### src/rtl/fetch_unit.sv
// fetch_unit: instruction-fetch stage. Holds the PC and reads instruction
// memory with a req/ack handshake. The returned word is latched into the IR
// and offered to decode with a valid/ready handshake. A redirect loads a new
// PC; a read already in flight is squashed and its data dropped.
// Optional build macro: FETCH_PERF_EN adds the perf_fetched/perf_wait counters.
module fetch_unit #(
   parameter int unsigned         PC_W     = 8,
   parameter logic [PC_W-1:0]     RESET_PC = '0
) (
   input  logic                   clk,
   input  logic                   rst,
   output logic                   imem_req,
   output logic [PC_W-1:0]        imem_addr,
   input  logic                   imem_ack,
   input  logic [15:0]            imem_data,
   output logic                   ir_valid,
   input  logic                   ir_ready,
   output logic [3:0]             opcode,
   output logic [11:0]            operand,
   output logic [PC_W-1:0]        ir_pc,
   input  logic                   redirect,
   input  logic [PC_W-1:0]        redirect_pc
`ifdef FETCH_PERF_EN
   ,
   output logic [15:0]            perf_fetched,
   output logic [15:0]            perf_wait
`endif
);

   typedef enum logic [1:0] {START, FETCH, HOLD, DROP} state_t;

   state_t            state_q, state_d;
   logic [PC_W-1:0]   pc_q, pc_d;
   logic [15:0]       ir_q, ir_d;
   logic [PC_W-1:0]   ir_pc_q, ir_pc_d;
   logic [PC_W-1:0]   target_q, target_d;

   // State, PC, IR and squash-target registers
   always_ff @(posedge clk) begin
      if (rst) begin
         state_q  <= START;
         pc_q     <= RESET_PC;
         ir_q     <= '0;
         ir_pc_q  <= '0;
         target_q <= '0;
      end else begin
         state_q  <= state_d;
         pc_q     <= pc_d;
         ir_q     <= ir_d;
         ir_pc_q  <= ir_pc_d;
         target_q <= target_d;
      end
   end

   // Next-state logic: fetch, hold for decode, or drain a squashed read
   always_comb begin
      state_d  = state_q;
      pc_d     = pc_q;
      ir_d     = ir_q;
      ir_pc_d  = ir_pc_q;
      target_d = target_q;
      unique case (state_q)
         START: begin
            if (redirect) pc_d = redirect_pc;
            state_d = FETCH;
         end
         FETCH: begin
            if (imem_ack) begin
               if (redirect) begin
                  pc_d = redirect_pc;
               end else begin
                  ir_d    = imem_data;
                  ir_pc_d = pc_q;
                  pc_d    = pc_q + PC_W'(1);
                  state_d = HOLD;
               end
            end else if (redirect) begin
               // Address must stay stable until ack, so park the target.
               target_d = redirect_pc;
               state_d  = DROP;
            end
         end
         HOLD: begin
            if (redirect) begin
               pc_d    = redirect_pc;
               state_d = FETCH;
            end else if (ir_ready) begin
               state_d = FETCH;
            end
         end
         DROP: begin
            if (imem_ack) begin
               // A redirect in the ack cycle is newer than the parked target.
               pc_d    = redirect ? redirect_pc : target_q;
               state_d = FETCH;
            end else if (redirect) begin
               target_d = redirect_pc;
            end
         end
         default: state_d = START;
      endcase
   end

   assign imem_req  = (state_q == FETCH) || (state_q == DROP);
   assign imem_addr = pc_q;
   assign ir_valid  = (state_q == HOLD);
   assign opcode    = ir_q[15:12];
   assign operand   = ir_q[11:0];
   assign ir_pc     = ir_pc_q;

`ifdef FETCH_PERF_EN
   logic [15:0] perf_fetched_q, perf_wait_q;

   // Saturating counters: instructions consumed and memory wait cycles
   always_ff @(posedge clk) begin
      if (rst) begin
         perf_fetched_q <= '0;
         perf_wait_q    <= '0;
      end else begin
         if ((state_q == HOLD) && ir_ready && !redirect && (perf_fetched_q != '1))
            perf_fetched_q <= perf_fetched_q + 16'd1;
         if (imem_req && !imem_ack && (perf_wait_q != '1))
            perf_wait_q <= perf_wait_q + 16'd1;
      end
   end

   assign perf_fetched = perf_fetched_q;
   assign perf_wait    = perf_wait_q;
`endif

endmodule

### config.mk
export PLATFORM = sky130hd
export DESIGN_NAME = fetch_unit
export DESIGN_NICKNAME = d
export VERILOG_FILES = /design/src/rtl/fetch_unit.sv
export SDC_FILE = /design/constraint.sdc
export NUM_CORES = 1
export LEC_CHECK = 0
export CORE_ASPECT_RATIO = 1.75
export CORE_UTILIZATION = 45
export CTS_CLUSTER_SIZE = 40
export DETAILED_ROUTE_END_ITERATION = 6
export PLACE_DENSITY = 0.89
export SYNTH_ARGS = -nofsm -noshare
export SYNTH_HDL_FRONTEND = slang
export SYNTH_SLANG_ARGS = --single-unit
### constraint.sdc
create_clock -name clk -period 1.5 [get_ports clk]
set_input_delay 0.15 -clock clk [delete_from_list [all_inputs] [get_ports clk]]
set_output_delay 0.15 -clock clk [all_outputs]
set_load 0.1 [all_outputs]
After elaboration in Yosys (flattened, before gate mapping):

Cells that the tools add are included.
W data, S select, Z words.

* $add $sub $neg: 1
* eq/ne operators: 9
* mux-type cells: 13
* bitwise logic cells: 2
* reduce and logical (&&, ||, !) cells: 8

Operator list (count)
* $mux W8: 5
* $pmux W8 S3: 1
* $mux W2: 6
* $add A8 B1 Y8 const B: 1
* $pmux W2 S4: 1
* $ne A3 B3 Y1 const B: 2
* $reduce_and A3 Y1: 2
* $eq A2 B2 Y1 const B: 2
* $ne A2 B2 Y1 const B: 2
* $reduce_and A4 Y1: 1
* $reduce_or A2 Y1: 2
* $ne A3 B1 Y1 const B: 1
* $eq A2 B1 Y1 const B: 1
* $logic_not A2 Y1: 1
* $ne A2 B1 Y1 const B: 1
* $not A1 Y1: 2
* $reduce_and A2 Y1: 1
* $logic_or A1 B1 Y1: 1

* flip-flop bits (word level): 42
* input port bits: 29
* output and inout bits: 34
* word-level logic and storage cells: 38

Depth between registers and ports, before layout:

* word-level depth: 4
* depth in mapped cells: 6
* mapped depth without buffers: 5

Worst setup path after synthesis:

OpenSTA, ideal clock, no wires.

* kind: reg2out
* start point: register state_q[1]
* end point: output ir_valid
* arrival time: 2.089 ns
* data required time: 1.350 ns
* setup slack: -0.739 ns
* cell stages (with the launch flop): 4
* path buffers: 2
* cell sequence: dfxtp_1 buf_2 clkbuf_1 nor2b_1

* word-level cells in the longest chain between the ends: 1

Ends and longest elaborated chain
* start, declared: RTL line 32 `state_t state_q, state_d;`
* start signal, assigned: RTL line 47 `state_q <= state_d;`
* $eq A2 B2 Y1: RTL line 106 `assign ir_valid = (state_q == HOLD);`
* end, declared: RTL line 16 `output logic ir_valid,`

No other way between the ends.

Final worst setup path:

* start point: register state_q[0]
* end point: output ir_valid

Same word-level chain as after synthesis.

==> flow_summary.ini <==
[route]
via_per_inst = 5.43
ant_nets = 0
first_pass_iters = 5
wl_per_cell_um = 15.2
initialDrtViolationCount = 50
via_count = 1938
drt-total-wl_mm = 5.44
drc = 0

[final_layout]
layout_commonest_cell = nand2_1
multi_input_area_um2 = 987
layout_common_cells = nand2_1, buf_12, dfxtp_1
seq_area_um2 = 861
diodes = 0
final_area_um2 = 3160
areaGrowthSynthToFinish_pct = 67.6
drive_gt1_share_pct = 26.9
nets = 338
nFillCells = 235

[timing]
fin_ws_ns = 0.0610
clock.fmax_mhz = 695
hold_viol = 0
rsz0062_at_grt = false
slew_headroom_pct = 79.1
drv_slew = 0
post-route-period-util_pct = 95.9
fin_crit_ns = 1.44
finClkSkew_ns = 0.00511
tns_ns = 0
tightest_slew_ns = 0.312
finalSetupViolCount = 0

[placed_design]
place.gp.congestion = 0.825
portBuffers = 62
pre_cts_ws_ns = -0.273
postPlaceCellArea_um2 = 3040
dp_hpwl_mm = 4.10

[logic_synthesis]
yosysWarningCount = 0
synth_cell_types = 43
synth_fp_nets = 266
synthArstFlopShare_pct = 0
synth_top_flop_cell = dfxtp_1
syn-cell-area_um2 = 1890
syn_inst = 236
syn_avg_cell_area_um2 = 7.99
synth_edf_count = 0
ys_ff_latch = 42
synth-seq-area-share_pct = 44.6

[floorplan]
core_region_area_um2 = 3940
die_height_um = 87.7
ios = 63
die_area_um2 = 4470
die_w_um = 51.0
num_rows = 30
start_util_pct = 47.9

[clock_tree]
h-tree-depth = 2
cts_tree = built
clk_path_buf_depth = 2
cts_setup_buffers = 0
clk_pin_slew_worst_paths_ns = 0.08
cts_buffers = 5
clock_latency_ns = 0.29
clockRootBuffer = clkbuf_8
cts.sinks = 42

[grt]
antenna_found_initial = 0
grtUsageMet3_pct = 5.03
grt_busiest_layer = met2
grt_pass1_wl_mm = 8.87
use_met2_pct = 52.5
grt_overflow = 0
grt_pass1_vias = 2004
grt_max_degree = 25
grt_usage_pct = 26.7
gr-usage-met1_pct = 24.1

[worst_setup_path]
reg2reg_slack_ns = 0.07
timing.rr.end = imem_addr[3]
path_class = register to primary output
reg2reg_from = imem_addr[2]
cp_max_fo = 7
crit_required_ns = 1.35
cp-end-kind = primary output
arrival_ns = 1.29
cp-start-kind = register
r2r_cells = 4

[power]
vdd_drop_max_v = 0.000894
switching_share_pct = 32.1
p_sw_mw = 0.955
power_frac_comb_pct = 28.9
power_frac_seq_pct = 42.0
p_leak_nw = 1.23
p_int_mw = 2.02
p_per_area_nw_per_um2 = 942
p_clk_share_pct = 29.0

[worst_hold_path]
min-delay-start = imem_data[13]
min_to = ir_q[13]
min_path_cells = 3
min_path_type = input pin to register

[job]
cap_violations = 0

[outcome]
status = finished, final reports clean
==> layout make-up <==
type                            count  share of cell area [%]
Tap cell                           48                    1.90
Clock buffer                        7                    2.41
Multi-Input combinational cell    174                    31.2
Sequential cell                    42                    27.2
Clock inverter                      1                   0.950
Timing Repair Buffer               82                    35.9
Inverter                            3                   0.356
==> Yosys cell counts, types with 3 or more instances <==
| master | n | area [um^2] |
|---|---|---|
| buf_4 | 3 | 22.5 |
| mux2i_1 | 5 | 50.1 |
| nor2b_1 | 4 | 25.0 |
| a211oi_1 | 3 | 22.5 |
| o21ai_1 | 4 | 20.0 |
| nor2_1 | 19 | 71.3 |
| xor2_1 | 3 | 26.3 |
| a21oi_1 | 31 | 155 |
| dfxtp_1 | 42 | 841 |
| buf_2 | 7 | 35.0 |
| nand2_1 | 55 | 206 |
| and2b_1 | 3 | 22.5 |
| clkbuf_1 | 6 | 22.5 |
| nand3_1 | 4 | 20.0 |
| nor3_1 | 9 | 45.0 |
==> power groups by stage <==
stage          clock (mW)  combinational (mW)  sequential (mW)
2_1_floorplan           0               0.233             1.51
3_3_place_gp            0               0.833             1.27
3_5_place_dp            0               0.851             1.27
4_1_cts             0.873               0.856             1.25
5_1_grt             0.928               0.899             1.26
6_report            0.865               0.862             1.25
==> stage by stage <==
| stage | hold WS [ns] | total power, mW | std cells | util [%] |
|---|---|---|---|---|
| 2_1_floorplan | 0.286 | 1.75 | 236 | - |
| 3_3_place_gp | 0.440 | 2.10 | 349 | 77.2 |
| 3_5_place_dp | 0.448 | 2.13 | 349 | 77.2 |
| 4_1_cts | 0.406 | 2.98 | 357 | 79.9 |
| 5_1_grt | 0.407 | 3.09 | 357 | 80.2 |
| 6_report | 0.405 | 2.98 | 357 | 80.2 |
==> kinds of logic (layout without fill, tap and decap cells) <==
family          count (synthesis)  in the layout  synth area share, %
compound gates                 54             54                 17.6
buf+inv                        20             93                 5.04
mux                             7              7                 3.85
fa+ha+maj                       1              1                0.663
simple gates                  108            108                 26.4
xor+xnor                        4              4                 1.86
flops                          42             42                 44.6
==> repair_timing <==
item	4_1_cts	5_1_grt
setup endpoints to repair	0	3
gates resized for setup	0	4
hold buffers	0	0
==> state kept, by name, summed over array words and instances, names as in the netlist <==
register / flops
target_q: 8
ir_pc: 8
imem_addr: 8
state_q: 2
ir_q: 16
==> worst max-delay path by stage <==
stage,start,end,cells past startpoint
4_1_cts,state_q[0],ir_valid,4
5_1_grt,state_q[0],ir_valid,4
3_3_place_gp,redirect,imem_addr[5],7
3_5_place_dp,redirect,imem_addr[1],6
2_1_floorplan,imem_addr[0],imem_addr[4],5
6_report,state_q[0],ir_valid,4
==> critical path: stages, from the launching register on <==
cell	delay (ns)
dfxtp_2	0.37
buf_4	0.17
buf_4	0.15
nor2b_4	0.12
buf_12	0.18
==> routing by layer <==
| metal | wire, um | part of all wire, % |
|---|---|---|
| met5 | 0 | 0 |
| met4 | 192 | 3.5 |
| met3 | 204 | 3.7 |
| met2 | 3150 | 58 |
| met1 | 1900 | 35 |
(Power assumes the default switching activity.)
